<file path="src/rtl/rv32_types_pkg.sv">
// rv32 shared pipeline types.
// Buffer bundles, memory opcodes and MEM stage state.
package rv32_types;

  typedef enum logic [3:0] {
    MEM_NOP = 4'd0,
    MEM_LB  = 4'd1,
    MEM_LH  = 4'd2,
    MEM_LW  = 4'd3,
    MEM_LBU = 4'd4,
    MEM_LHU = 4'd5,
    MEM_SB  = 4'd6,
    MEM_SH  = 4'd7,
    MEM_SW  = 4'd8
  } mem_op_t;

  typedef struct packed {
    logic    register_wb;
    mem_op_t mem_op;
  } control_t;

  typedef struct packed {
    logic [31:0]      instr;
    control_t         control;
    logic [1:0][31:0] data_result;
  } exec_mem_buffer_t;

  typedef struct packed {
    logic [31:0]      instr;
    control_t         control;
    logic [1:0][31:0] data_result;
    logic             mem_misaligned;
  } mem_wb_buffer_t;

  typedef enum logic {
    MEM_IDLE     = 1'b0,
    MEM_WAIT_GNT = 1'b1
  } mem_stage_state_t;

  typedef struct packed {
    logic [31:0] addr;
    logic        we;
    logic [3:0]  wstrb;
    logic [31:0] wdata;
  } dbus_req_t;

  function automatic logic is_store(mem_op_t op);
    return (op == MEM_SB) || (op == MEM_SH) || (op == MEM_SW);
  endfunction

endpackage

</file>
<file path="src/rtl/rv32_store_align.sv">
// Store lane replication, byte strobes and
// alignment check for data memory accesses.
module rv32_store_align
  import rv32_types::*;
(
  input  mem_op_t     mem_op,
  input  logic [1:0]  addr_lo,
  input  logic [31:0] sdata,
  output logic [31:0] wdata,
  output logic [3:0]  wstrb,
  output logic        misaligned
);

  // decode lanes and alignment from opcode and low address bits
  always_comb begin
    wdata      = '0;
    wstrb      = '0;
    misaligned = 1'b0;
    unique case (mem_op)
      MEM_SB: begin
        wdata = {4{sdata[7:0]}};
        wstrb = 4'b0001 << addr_lo;
      end
      MEM_SH: begin
        wdata      = {2{sdata[15:0]}};
        wstrb      = 4'b0011 << {addr_lo[1], 1'b0};
        misaligned = addr_lo[0];
      end
      MEM_SW: begin
        wdata      = sdata;
        wstrb      = 4'b1111;
        misaligned = |addr_lo;
      end
      MEM_LH, MEM_LHU: misaligned = addr_lo[0];
      MEM_LW:          misaligned = |addr_lo;
      default: ;
    endcase
  end

endmodule

</file>
<file path="src/rtl/rv32_mem_stage.sv">
// rv32 MEM stage: data bus requests, grant wait,
// misalignment trap marking and MEM/WB register.
module rv32_mem_stage
  import rv32_types::*;
(
  input  logic             clk,
  input  logic             resetn,
  input  exec_mem_buffer_t exec_mem_buff,
  input  logic             mem_flush,
  output mem_wb_buffer_t   mem_wb_buff,
  output logic             mem_stall,
  output logic             mem_misaligned,
  output logic [31:0]      stall_cycles,
  output logic             dbus_req,
  output logic [31:0]      dbus_addr,
  output logic             dbus_we,
  output logic [3:0]       dbus_wstrb,
  output logic [31:0]      dbus_wdata,
  input  logic             dbus_gnt
);

  mem_stage_state_t state_q, state_d;
  dbus_req_t        out_q, dec, bus;
  logic             kill_q;
  logic [31:0]      stall_cnt_q;
  logic             mis_q;
  mem_wb_buffer_t   wb_q, wb_d;
  logic             mis_d;

  logic [31:0] ea, sdata, al_wdata;
  logic [3:0]  al_wstrb;
  logic        mis, access, bubble;
  mem_op_t     op;

  assign ea    = exec_mem_buff.data_result[0];
  assign sdata = exec_mem_buff.data_result[1];
  assign op    = exec_mem_buff.control.mem_op;

  rv32_store_align u_align (
    .mem_op     (op),
    .addr_lo    (ea[1:0]),
    .sdata      (sdata),
    .wdata      (al_wdata),
    .wstrb      (al_wstrb),
    .misaligned (mis)
  );

  assign access = (op != MEM_NOP) && !mis;

  // request as decoded from the instruction now in MEM
  always_comb begin
    dec       = '0;
    dec.addr  = {ea[31:2], 2'b00};
    dec.we    = is_store(op);
    dec.wstrb = dec.we ? al_wstrb : 4'b0000;
    dec.wdata = al_wdata;
  end

  // next state, bus drive and stall
  always_comb begin
    state_d   = state_q;
    bus       = '0;
    dbus_req  = 1'b0;
    mem_stall = 1'b0;
    unique case (state_q)
      MEM_IDLE: begin
        dbus_req  = access && !mem_flush;
        bus       = dbus_req ? dec : '0;
        mem_stall = dbus_req && !dbus_gnt;
        if (mem_stall) state_d = MEM_WAIT_GNT;
      end
      MEM_WAIT_GNT: begin
        dbus_req  = 1'b1;
        bus       = out_q;
        mem_stall = !dbus_gnt;
        if (dbus_gnt) state_d = MEM_IDLE;
      end
      default: state_d = MEM_IDLE;
    endcase
  end

  assign dbus_addr  = bus.addr;
  assign dbus_we    = bus.we;
  assign dbus_wstrb = bus.wstrb;
  assign dbus_wdata = bus.wdata;

  // MEM/WB entry: bubble, trap marker or pass-through
  always_comb begin
    bubble = mem_stall
           || (state_q == MEM_IDLE && mem_flush)
           || (state_q == MEM_WAIT_GNT && dbus_gnt
               && (kill_q || mem_flush));
    wb_d  = '0;
    mis_d = 1'b0;
    if (!bubble) begin
      wb_d.instr          = exec_mem_buff.instr;
      wb_d.control        = exec_mem_buff.control;
      wb_d.data_result[0] = ea;
      wb_d.data_result[1] = ea;
      if (mis) begin
        wb_d.control.register_wb = 1'b0;
        wb_d.control.mem_op      = MEM_NOP;
        wb_d.mem_misaligned      = 1'b1;
        mis_d                    = 1'b1;
      end
    end
  end

  // state register
  always_ff @(posedge clk or negedge resetn) begin
    if (!resetn) state_q <= MEM_IDLE;
    else         state_q <= state_d;
  end

  // outstanding request and sticky kill
  always_ff @(posedge clk or negedge resetn) begin
    if (!resetn) begin
      out_q  <= '0;
      kill_q <= 1'b0;
    end else if (state_q == MEM_IDLE && mem_stall) begin
      out_q  <= dec;
      kill_q <= 1'b0;
    end else if (state_q == MEM_WAIT_GNT && mem_flush) begin
      kill_q <= 1'b1;
    end
  end

  // MEM/WB register and trap flag
  always_ff @(posedge clk or negedge resetn) begin
    if (!resetn) begin
      wb_q  <= '0;
      mis_q <= 1'b0;
    end else begin
      wb_q  <= wb_d;
      mis_q <= mis_d;
    end
  end

  // stall cycle counter, wraps naturally
  always_ff @(posedge clk or negedge resetn) begin
    if (!resetn)        stall_cnt_q <= '0;
    else if (mem_stall) stall_cnt_q <= stall_cnt_q + 32'd1;
  end

  assign mem_wb_buff    = wb_q;
  assign mem_misaligned = mis_q;
  assign stall_cycles   = stall_cnt_q;

endmodule

</file>
<file path="config.mk">
export PLATFORM = sky130hd
export DESIGN_NAME = rv32_mem_stage
export DESIGN_NICKNAME = d
export VERILOG_FILES = /design/src/rtl/rv32_types_pkg.sv /design/src/rtl/rv32_store_align.sv /design/src/rtl/rv32_mem_stage.sv
export SDC_FILE = /design/constraint.sdc
export NUM_CORES = 1
export LEC_CHECK = 0
export CAP_MARGIN = 10
export CELL_PAD_IN_SITES_DETAIL_PLACEMENT = 0
export CELL_PAD_IN_SITES_GLOBAL_PLACEMENT = 1
export CORE_ASPECT_RATIO = 0.75
export CORE_MARGIN = 10
export CORE_UTILIZATION = 25
export CTS_CLUSTER_SIZE = 8
export DETAILED_ROUTE_END_ITERATION = 10
export MAX_ROUTING_LAYER = met4
export PLACE_DENSITY = 0.65
export SKIP_LAST_GASP = 1
export SLEW_MARGIN = 20
export SYNTH_ARGS = -nofsm -noshare
export SYNTH_HDL_FRONTEND = slang
export SYNTH_SLANG_ARGS = --single-unit
</file>
<file path="constraint.sdc">
create_clock -name clk -period 2.4 [get_ports clk]
set_input_delay 0.48 -clock clk [delete_from_list [all_inputs] [get_ports clk]]
set_output_delay 0.48 -clock clk [all_outputs]
set_load 0.01 [all_outputs]
</file>
# --- Yosys cells after proc, flatten, opt, wreduce, memory -nomap -nowiden ---
# Cells that the tools add are included.
word_totals:
  ff_bits: 204
  inputBits: 105
  out_inout_bits: 206
  elab_cells: 62
classes:
  n_addsub: 1
  n_eq_ne: 6
  n_shift: 2
  muxes: 17
  bitwise_logic: 1
  reduce_logical: 21
op_table:
  columns: ["operator", "count"]
  rows:
  - ["$pmux 69 s2", 1]
  - ["$mux 102", 1]
  - ["$pmux 32 s3", 1]
  - ["$mux 69", 1]
  - ["$add 32x1->32 const B", 1]
  - ["$eq 4x3->1 const B", 3]
  - ["$pmux 4 s3", 1]
  - ["$eq 4x2->1 const B", 2]
  - ["$logic_and 1x1->1", 8]
  - ["$pmux 1 s2", 4]
  - ["$mux 1", 6]
  - ["$logic_or 1x1->1", 5]
  - ["$mux 5", 1]
  - ["$eq 4x4->1 const B", 1]
  - ["$mux 4", 1]
  - ["$reduce_bool 4->1", 1]
  - ["$reduce_or 2->1", 2]
  - ["$shl 1x2->4 const A", 1]
  - ["$shl 2x2->4 const A", 1]
  - ["$logic_not 1->1", 3]
  - ["$reduce_or 3->1", 1]
  - ["$reduce_bool 2->1", 1]
  - ["$not 1->1", 1]

# --- Logic depth before layout (Yosys ltp) ---
# Gate-level depths: netlist of run 1.
depth:
  depth_word: 11
  mapped_depth: 8
  ltp_nobuf: 5

# --- Cells and area by module ---
# From an unflattened synthesis of run 1, not the netlist that was laid out.
unflattened:
  cells_unflattened: 786
  hier_area_um2: 8122.8
modules_own_cells:
  columns: ["module", "instances", "cells_each", "area_each_um2", "seq_area_each_um2"]
  rows:
  - ["rv32_mem_stage", 1, 705, 7607.3, 4279.1]
  - ["rv32_store_align", 1, 81, 515.5, 0.0]

# --- Least setup slack after synthesis of run 1 ---
# Ideal clock, no wire load.
synth_timing:
  path_type: "input to output"
  startpoint: "input exec_mem_buff[64] (netlist bit)"
  endpoint: "output dbus_wdata[10]"
  t_arrival_ns: 1.979
  setup_slack_ns: -0.059
  stages: 6
  cell_sequence: "or4b_1 > a21boi_1 > o211a_1 > buf_2 > buf_2 > a22o_1"
synth_via:
  elab_chain_len: 8
  word_cells_on_any_way: 16
  classes_between: "eq/ne: 6; mux: 4; reduce/logical: 6"
synth_rtl:
  columns: ["item", "line", "rtl"]
  rows:
  - ["start, declared", "rv32_mem_stage.sv:8", "input exec_mem_buffer_t exec_mem_buff,"]
  - ["$eq 4x3->1 (tied with other cells)", "rv32_store_align.sv:19", "unique case (mem_op)"]
  - ["$reduce_or 3->1 (no line) or $reduce_or 2->1 (tied branches)", null, null]
  - ["$pmux 1 s2", "rv32_store_align.sv:19", null]
  - ["$logic_not 1->1", "rv32_mem_stage.sv:48", "assign access = (op != MEM_NOP) && !mis;"]
  - ["$logic_and 1x1->1", "rv32_mem_stage.sv:48", null]
  - ["$logic_and 1x1->1", "rv32_mem_stage.sv:67", "dbus_req = access && !mem_flush;"]
  - ["$mux 69 (*)", "rv32_mem_stage.sv:68", "bus = dbus_req ? dec : '0;"]
  - ["$pmux 69 s2 (*)", "rv32_mem_stage.sv:65", "unique case (state_q)"]
  - ["end, declared", "rv32_mem_stage.sv:18", "output logic [31:0] dbus_wdata,"]
# Mark *: on every way between the ends. The rest lies on a longest branch, timed or not.

# --- Final worst setup path of run 1 ---
layout_timing:
  startpoint: "input exec_mem_buff[64] (netlist bit)"
  endpoint: "output dbus_addr[4]"
layout_via:
  elab_chain_len: 8
  word_cells_on_any_way: 14
  classes_between: "eq/ne: 5; mux: 3; reduce/logical: 6"
layout_rtl:
  columns: ["item", "line", "rtl"]
  rows:
  - ["$eq 4x3->1 (tied with other cells)", "rv32_store_align.sv:19", null]
  - ["$reduce_or 3->1 (no line) or $reduce_or 2->1 (tied branches)", null, null]
  - ["$pmux 1 s2", "rv32_store_align.sv:19", null]
  - ["$logic_not 1->1", "rv32_mem_stage.sv:48", null]
  - ["$logic_and 1x1->1 (*)", "rv32_mem_stage.sv:48", null]
  - ["$logic_and 1x1->1 (*)", "rv32_mem_stage.sv:67", null]
  - ["$mux 69 (*)", "rv32_mem_stage.sv:68", null]
  - ["$pmux 69 s2 (*)", "rv32_mem_stage.sv:65", null]
  - ["end, declared", "rv32_mem_stage.sv:15", "output logic [31:0] dbus_addr,"]
# Marked as above.

==> results.sh, run 1 <==
export IMPL_timing_critical_path_from="exec_mem_buff[64]"
export IMPL_post_place_ws_ns=-1.04
export IMPL_multiInputGateArea_um2=3520
export IMPL_violations="setup timing"
export IMPL_critical_path_class="primary input to output port"
export IMPL_clk_pin_slew_worst_paths_ns=0.07
export IMPL_drtIter0Drc=431
export IMPL_vias=6942
export IMPL_fin_util_pct=40.5
export IMPL_start_util_pct=25.3
export IMPL_via_per_inst=4.59
export IMPL_p_int_mw=5.74
export IMPL_fin_skew_ns=0.00997
export IMPL_max_stage_delay_ns=0.40
export IMPL_die_area_um2=40400
export IMPL_overflow=0
export IMPL_route_final_wire_length_um=31600
export IMPL_layout_drive_gt1_share_pct=27.0
export IMPL_fin_ws_ns=-0.168
export IMPL_path_delay_family="compound AO/OA/AOI/OAI gates"
export IMPL_synth_warnings=0
export IMPL_gp_congestion=0.792
export IMPL_arrival_ns=2.09
export IMPL_maxCapViolCount=0
export IMPL_finalSetupViolations=64
export IMPL_fillerInstances=3160
export IMPL_period_share_pct=107
export IMPL_grt_max_degree=65
export IMPL_final_nets=1162
export IMPL_wl_met1_um=14400
export IMPL_io_pins=311
export IMPL_io_buffers=308
export IMPL_antenna_found_initial=2
export IMPL_drv_slew=0
export IMPL_endpoint_kind="output port"
export IMPL_hold_viol=0
export IMPL_fp_dieW_um=229
export IMPL_layout_common_cells="clkdlybuf4s50_1, dfrtp_1, buf_4"
export IMPL_cp_num_buf_inv=6
export IMPL_route_met3_wl_um=2150
export IMPL_seq_area_um2=4280
export IMPL_final_common_cell="clkdlybuf4s50_1"
export IMPL_first_pass_iters=5
export IMPL_root_buffer="clkbuf_16"
export IMPL_syn_avg_cell_area_um2=11.6
export IMPL_power_density_nw_per_um2=632
export IMPL_power_mw=8.26
export IMPL_r2r_start="stall_cycles[9]"
export IMPL_yosysUniqueCellTypes=53
export IMPL_outcome="complete, but fails checks"
export IMPL_cts_inserted_buffers=17
export IMPL_crit_required_ns=1.92
export IMPL_worst_slew_pin_slew_ns=0.790
export IMPL_grt_pass1_vias=7250
export IMPL_peakVddDrop_mv=0.487
export IMPL_synth_seq_cells=171
export IMPL_critPathMaxFanout=8
export IMPL_hold_buffers=0
export IMPL_area_delta_synth_final_pct=60.2
export IMPL_die_y_um=177
export IMPL_syn_area_um2=8160
export IMPL_startpoint_type="primary input"
export IMPL_switchingPower_mw=2.52
export IMPL_track_usage_pct=15.9
export IMPL_async_flop_share_pct=100
export IMPL_wl_met2_um=14800
export IMPL_min_path_type="primary input to asynchronous set/reset pin"
export IMPL_cp_common_cell="buf_6"
export IMPL_cp_slowest_cell="o311a_4"
export IMPL_cp_cell_sequence="buf_6, buf_6, o311a_4, o21ai_4, nor3_4, buf_6, buf_8, buf_16, a22o_1, buf_2"
export IMPL_htree_levels=4
export IMPL_core_area_um2=32300
export IMPL_cts_num_sinks=171
export IMPL_p_leak_nw=5.61
export IMPL_grt_pass1_wl_um=48300
export IMPL_cts_tree="done"
export IMPL_top_layer="met4"
export IMPL_detailed_place_hpwl_um=22600
export IMPL_p_seq_share_pct=41.8
export IMPL_comb_power_share_pct=25.8
export IMPL_syn_inst=702
export IMPL_detail_route_antenna_nets=0
export IMPL_rows=57
export IMPL_rsz0062_at_grt="yes"
export IMPL_synth_seq_area_share_pct=52.4
export IMPL_reg2reg_slack_ns=0.36
export IMPL_p_clk_share_pct=32.4
export IMPL_fin_crit_ns=2.57
export IMPL_synth_ff_type="dfrtp_1"
export IMPL_slew_headroom_pct=47.3
export IMPL_fmax_mhz=389
export IMPL_clock_path_buffers=2
export IMPL_synth_edff_count=0
export IMPL_clk_latency_ns=0.43
export IMPL_remaining_drc_errors=0
export IMPL_wl_per_cell_um=20.9
export IMPL_switching_share_pct=30.5
Yosys cell counts, drive strengths merged (2+ instances only):
cell / n / share of area (%)
o21a: 2 / 0.18
nand3: 8 / 0.55
dfrtp: 171 / 52
nor3: 5 / 0.31
nand2b: 3 / 0.32
nand3b: 2 / 0.18
nor3b: 62 / 5.7
a211oi: 6 / 0.55
mux2i: 8 / 0.98
a21oi: 17 / 1.0
o211ai: 4 / 0.49
mux2: 32 / 4.4
nand2: 55 / 2.5
a21boi: 4 / 0.37
buf: 68 / 5.4
inv: 11 / 0.51
a2111oi: 19 / 4.8
clkbuf: 24 / 1.1
o21ai: 45 / 2.8
nor2: 16 / 0.83
nand4: 5 / 0.38
a22oi: 8 / 0.74
and4: 2 / 0.21
xnor2: 7 / 0.75
a22o: 73 / 7.8
and2: 6 / 0.46
xor2: 24 / 2.6
registers in the layout, summed over array words and instances (netlist names):
name,cells
stall_cycles,32
kill_q,1
mem_wb_buff,69
mem_misaligned,1
out_q,67
state_q,1
power by group through the flow:
stage / Sequential (mW) / Clock (mW) / Combinational, mW
floorplan: 3.52 / 0 / 0.782
CTS: 3.45 / 2.78 / 2.15
finish: 3.46 / 2.67 / 2.13
detailed placement: 3.50 / 0 / 2.05
global placement: 3.50 / 0 / 2.04
global route: 3.50 / 2.91 / 2.30
final timing paths:
check,cells after the start,end
worst min-delay path,1,stall_cycles[20]
max in group asynchronous,2,out_q[28]
worst min register to register,1,stall_cycles[31]
worst max-delay path,10,dbus_addr[4]
worst max register to register,5,stall_cycles[31]
min in group clk,3,mem_misaligned
repair_timing:
action | in CTS | in global routing
pin swaps | 25 | 29
resized for setup | 365 | 57
endpoints found under the setup margin | 69 | 69
buffers inserted | 21 | 12
gates cloned | 6 | 0
logic make-up (layout without fill, tap and decap cells):
group                      count (synthesis)  after routing  synth area share [%]
AOI/OAI and AO/OA                        182            182                  19.3
adders and majority gates                  1              1                 0.153
muxes                                     40             40                  5.39
and+or+nand+nor                          172            172                  12.2
xor gates and xnor gates                  31             31                  3.33
buffers and inverters                    104            470                  7.10
DFF                                      171            171                  52.4
other                                      1              4                0.0459
layer usage:
metal | vias up | GRT usage, %
li1 | 3211 | -
met1 | 3512 | 20.6
met2 | 201 | 24.4
met3 | 18 | 4.79
met4 | 0 | 2.96
met5 | - | -
through the flow:
step           area [µm²]  instances  hold WS, ns  TNS, ns
2_1_floorplan        8180        703        0.184        0
3_3_place_gp        12100       1447        0.459   -90.78
3_5_place_dp        12100       1447        0.461   -95.48
4_1_cts             13000       1506       0.0427   -10.01
5_1_grt             13100       1513       0.0502    -9.28
6_report            13100       1513       0.0248    -5.41
cell type report:
cell class,instances,share of cell area (%)
multi-input cells,428,26.9
well taps,442,4.23
diodes,2,0.0383
clock buffers,18,3.36
inverters,12,0.344
clock inverters,14,0.880
repair buffers,426,31.5
flip-flops and latches,171,32.7
No activity file was read; power rests on OpenSTA's default activity.
==> run 2, diff against run 1 <==
- MAX_ROUTING_LAYER: met4 -> unset
==> run 2 against run 1 <==
The run still ends with setup timing left. Flip-flop and latch count unchanged. Core utilization down 0.085 points. Global-route usage down 0.43 points. Register-to-register slack about the same. Via count about the same. Total power down 0.18%. Largest cell class unchanged.
==> results.sh, run 2 (synthesized netlist as in run 1, its figures left out) <==
export IMPL_outcome="complete, but fails checks"
export IMPL_violations="setup timing"
export IMPL_root_buffer="clkbuf_16"
export IMPL_layout_drive_gt1_share_pct=26.6
export IMPL_comb_power_share_pct=25.7
export IMPL_cts_num_sinks=171
export IMPL_clk_pin_slew_worst_paths_ns=0.07
export IMPL_startpoint_type="primary input"
export IMPL_seq_area_um2=4280
export IMPL_via_per_inst=4.60
export IMPL_drtIter0Drc=438
export IMPL_p_leak_nw=5.59
export IMPL_hold_viol=0
export IMPL_grt_max_degree=65
export IMPL_period_share_pct=106
export IMPL_critPathMaxFanout=5
export IMPL_peakVddDrop_mv=0.475
export IMPL_remaining_drc_errors=0
export IMPL_p_seq_share_pct=41.9
export IMPL_vias=6943
export IMPL_detailed_place_hpwl_um=22600
export IMPL_drv_slew=0
export IMPL_die_area_um2=40400
export IMPL_switching_share_pct=30.4
export IMPL_io_buffers=308
export IMPL_max_stage_delay_ns=0.57
export IMPL_p_int_mw=5.73
export IMPL_power_density_nw_per_um2=632
export IMPL_slew_headroom_pct=48.0
export IMPL_dp_cells=1447
export IMPL_layout_common_cells="clkdlybuf4s50_1, dfrtp_1, buf_4"
export IMPL_switchingPower_mw=2.51
export IMPL_fin_crit_ns=2.56
export IMPL_arrival_ns=2.08
export IMPL_clock_path_buffers=2
export IMPL_stdcell_count=1510
export IMPL_antenna_found_initial=2
export IMPL_cts_tree="done"
export IMPL_min_path_type="primary input to asynchronous set/reset pin"
export IMPL_finalSetupViolations=58
export IMPL_fmax_mhz=391
export IMPL_cts_inserted_buffers=17
export IMPL_detail_route_antenna_nets=0
export IMPL_cp_num_buf_inv=4
export IMPL_fp_dieW_um=229
export IMPL_critical_path_class="primary input to output port"
export IMPL_fin_skew_ns=0.00970
export IMPL_fin_util_pct=40.4
export IMPL_fin_ws_ns=-0.155
export IMPL_first_pass_iters=6
export IMPL_clk_latency_ns=0.43
export IMPL_worst_slew_pin_slew_ns=0.779
export IMPL_p_clk_share_pct=32.4
export IMPL_gp_congestion=0.781
export IMPL_start_util_pct=25.3
export IMPL_placed_cell_area_um2=12100
export IMPL_rsz0062_at_grt="yes"
export IMPL_grt_pass1_vias=7255
export IMPL_io_pins=311
export IMPL_largest_reg_flops=69
export IMPL_route_final_wire_length_um=31600
export IMPL_crit_required_ns=1.92
export IMPL_rows=57
export IMPL_htree_levels=4
export IMPL_path_delay_family="simple AND/OR/NAND/NOR gates"
export IMPL_endpoint_kind="output port"
export IMPL_overflow=0
export IMPL_hold_slack_ns=0.0241
export IMPL_final_nets=1160
export IMPL_grt_pass1_wl_um=48400
export IMPL_fillerInstances=3165
export IMPL_area_delta_synth_final_pct=59.8
export IMPL_cp_slowest_cell="or4b_4"
export IMPL_core_area_um2=32300
export IMPL_wl_per_cell_um=20.9
export IMPL_multiInputGateArea_um2=3510
export IMPL_die_y_um=177
export IMPL_maxCapViolCount=0
export IMPL_fin_area_um2=13100
export IMPL_track_usage_pct=15.5
export IMPL_final_common_cell="clkdlybuf4s50_1"
export IMPL_cp_cell_sequence="buf_8, or4b_4, a21boi_4, o211ai_4, clkbuf_16, buf_12, o21ai_2, buf_2"
-- run 2: changes by cell type in the layout (fill, tap and decap cells not counted) --
cell	delta
diode_2	-1
o21ai_1	+3
buf_6	-1
a21oi_2	+1
o21ai_2	-3
buf_4	-2
clkbuf_2	-1
buf_2	+1
dlygate4sd2_1	+1
a21oi_1	-1
-- run 2: timing repair --
action / 4_1_cts / 5_1_grt
hold buffers: 0 / 0
gates resized for setup: 365 / 50
gates cloned: 6 / 0
setup buffers: 21 / 10
setup endpoints to repair: 69 / 68
pin swaps: 25 / 29
-- run 2: worst paths after layout --
kind / from / end / slack (ns) / cells after the start
hold / removal: resetn / stall_cycles[20] / 0.02 / 1
hold reg to reg: stall_cycles[31] / stall_cycles[31] / 0.48 / 1
setup / recovery: exec_mem_buff[65] / dbus_wdata[26] / -0.16 / 8
setup reg to reg: stall_cycles[9] / stall_cycles[31] / 0.36 / 5
min in group clk: mem_flush / mem_misaligned / 0.40 / 3
max in group asynchronous: resetn / out_q[28] / 1.73 / 2
-- run 2: layer usage --
| layer | global-route usage, % | routed length, µm | vias to the layer above |
|---|---|---|---|
| met5 | 0 | 13 | - |
| met4 | 2.96 | 246 | 2 |
| met3 | 5.08 | 2280 | 19 |
| met2 | 24.4 | 14800 | 183 |
| met1 | 20.5 | 14300 | 3525 |
| li1 | - | - | 3214 |
-- run 2: metrics by stage --
step / power [mW] / setup WS [ns] / TNS [ns]
2_1_floorplan: 4.30 / 0.0369 / 0
3_3_place_gp: 5.54 / -1.05 / -90.78
3_5_place_dp: 5.55 / -1.04 / -95.48
4_1_cts: 8.37 / -0.280 / -10.01
5_1_grt: 8.71 / -0.228 / -8.38
6_report: 8.24 / -0.155 / -4.84
-- run 2: final cells by class --
class | instances | share of cell area, %
Inverter | 12 | 0.345
Tap cell | 442 | 4.24
Multi-Input combinational cell | 428 | 26.9
Timing Repair Buffer | 424 | 31.4
Sequential cell | 171 | 32.8
Antenna cell | 1 | 0.0192
Clock inverter | 14 | 0.882
Clock buffer | 18 | 3.37
-- run 2: power groups by stage --
stage          combinational (mW)  clock, mW  sequential [mW]
3_5_place_dp                 2.05          0             3.50
6_report                     2.12       2.67             3.45
5_1_grt                      2.30       2.91             3.50
2_1_floorplan               0.782          0             3.52
4_1_cts                      2.15       2.78             3.45
3_3_place_gp                 2.04          0             3.50
==> run 3, diff against run 2 <==
- CORE_MARGIN: 10 -> 2
==> run 3 against run 2 <==
The run still ends with setup timing left. Combinational power about the same. Worst setup slack worse by 0.088 ns. Wire length down 7.3%. Clock skew about the same. Critical path type unchanged. Largest power group unchanged.
==> results.sh, run 3 (synthesized netlist as in run 1, its figures left out) <==
export IMPL_cp_cell_sequence="buf_8, buf_6, o311a_4, o21ai_4, nor3_4, buf_6, buf_8, buf_16, buf_4, a22o_1, buf_2"
export IMPL_route_final_wire_length_um=29300
export IMPL_root_buffer="clkbuf_16"
export IMPL_track_usage_pct=17.1
export IMPL_min_path_type="primary input to asynchronous set/reset pin"
export IMPL_dp_cells=1454
export IMPL_gp_congestion=0.813
export IMPL_fin_skew_ns=0.00958
export IMPL_multiInputGateArea_um2=3520
export IMPL_cts_inserted_buffers=17
export IMPL_seq_area_um2=4280
export IMPL_worst_slew_pin_slew_ns=0.759
export IMPL_clock_path_buffers=2
export IMPL_hold_viol=0
export IMPL_die_y_um=161
export IMPL_power_density_nw_per_um2=640
export IMPL_antenna_found_initial=3
export IMPL_finalSetupViolations=57
export IMPL_first_pass_iters=4
export IMPL_overflow=0
export IMPL_endpoint_kind="output port"
export IMPL_grt_pass1_vias=7106
export IMPL_layout_drive_gt1_share_pct=27.6
export IMPL_grt_pass1_wl_um=44000
export IMPL_cts_num_sinks=171
export IMPL_placed_cell_area_um2=12200
export IMPL_outcome="complete, but fails checks"
export IMPL_wl_per_cell_um=19.2
export IMPL_largest_reg_flops=69
export IMPL_fin_crit_ns=2.64
export IMPL_core_area_um2=32200
export IMPL_critical_path_class="primary input to output port"
export IMPL_maxCapViolCount=0
export IMPL_via_per_inst=4.53
export IMPL_area_delta_synth_final_pct=61.7
export IMPL_fin_ws_ns=-0.243
export IMPL_clk_pin_slew_worst_paths_ns=0.07
export IMPL_p_leak_nw=5.68
export IMPL_max_stage_delay_ns=0.40
export IMPL_arrival_ns=2.16
export IMPL_remaining_drc_errors=0
export IMPL_io_buffers=308
export IMPL_fmax_mhz=378
export IMPL_crit_required_ns=1.92
export IMPL_htree_levels=4
export IMPL_final_nets=1177
export IMPL_fp_dieW_um=213
export IMPL_detail_route_antenna_nets=0
export IMPL_fin_area_um2=13200
export IMPL_stdcell_count=1527
export IMPL_detailed_place_hpwl_um=20200
export IMPL_drtIter0Drc=322
export IMPL_rows=57
export IMPL_grt_max_degree=65
export IMPL_rsz0062_at_grt="yes"
export IMPL_drv_slew=0
export IMPL_critPathMaxFanout=4
export IMPL_startpoint_type="primary input"
export IMPL_layout_common_cells="clkdlybuf4s50_1, dfrtp_1, buf_4"
export IMPL_io_pins=311
export IMPL_final_common_cell="clkdlybuf4s50_1"
export IMPL_cp_slowest_cell="o311a_4"
export IMPL_vias=6914
export IMPL_start_util_pct=25.3
export IMPL_die_area_um2=34100
export IMPL_period_share_pct=110
export IMPL_slew_headroom_pct=49.4
export IMPL_clk_latency_ns=0.45
export IMPL_cts_tree="done"
export IMPL_fillerInstances=3126
export IMPL_peakVddDrop_mv=0.491
export IMPL_violations="setup timing"
run 3: layer usage:
metal	global-route usage, %	up-vias	share of wire, %	routed length [µm]
met3	5.96	22	7.2	2110
met5	0	-	0.092	27
met1	23.2	3434	46	13600
li1	-	3253	-	-
met4	3.94	4	1.1	318
met2	26.0	201	45	13300
run 3: through the flow:
stage	power, mW	hold WS [ns]	util (%)	setup TNS, ns	worst slack [ns]
after global routing	8.85	0.0555	40.9	-9.33	-0.298
after CTS	8.56	0.0195	40.7	-9.65	-0.277
final	8.45	0.0226	40.9	-6.72	-0.243
after detailed placement	5.54	0.464	37.7	-99.25	-0.965
after floorplan	4.30	0.184	-	0	0.0369
after global placement	5.52	0.459	37.7	-89.43	-0.915
run 3: worst max-delay path, delay by kind of cell:
family	cells	cell delay [ns]
buffers and inverters	7	0.86
AOI/OAI and AO/OA	3	0.76
and+or+nand+nor	1	0.06
run 3: final timing paths:
check                                   from                to  slack (ns)  cells past startpoint
max                        exec_mem_buff[66]     dbus_addr[18]       -0.24                     11
min                                   resetn  stall_cycles[20]        0.02                      1
max reg2reg                          state_q         out_q[15]        0.38                      8
min reg2reg                        out_q[36]         out_q[36]        0.48                      2
max in group asynchronous             resetn          out_q[5]        1.67                      2
min in group clk           exec_mem_buff[65]   mem_wb_buff[66]        0.44                      3
run 3: where the power goes:
part           leakage [nW]  switching [mW]  internal [mW]
sequential             2.21           0.246           3.21
combinational          3.18           0.965           1.15
clock                 0.291            1.39           1.49
run 3: cell type report:
cell class	instances	area share, %
antenna	1	0.0190
clock buffer	17	3.22
clock inverter	15	1.32
inverter	12	0.341
multi-input combinational	428	26.7
sequential	171	32.4
tap	442	4.19
timing repair buffer	441	31.8
run 3: timing repair:
item / CTS / global route
hold buffers: 0 / 0
setup endpoints to repair: 69 / 68
gates cloned: 5 / 0
setup buffers: 27 / 11
resized for setup: 317 / 68
pin swaps: 12 / 23
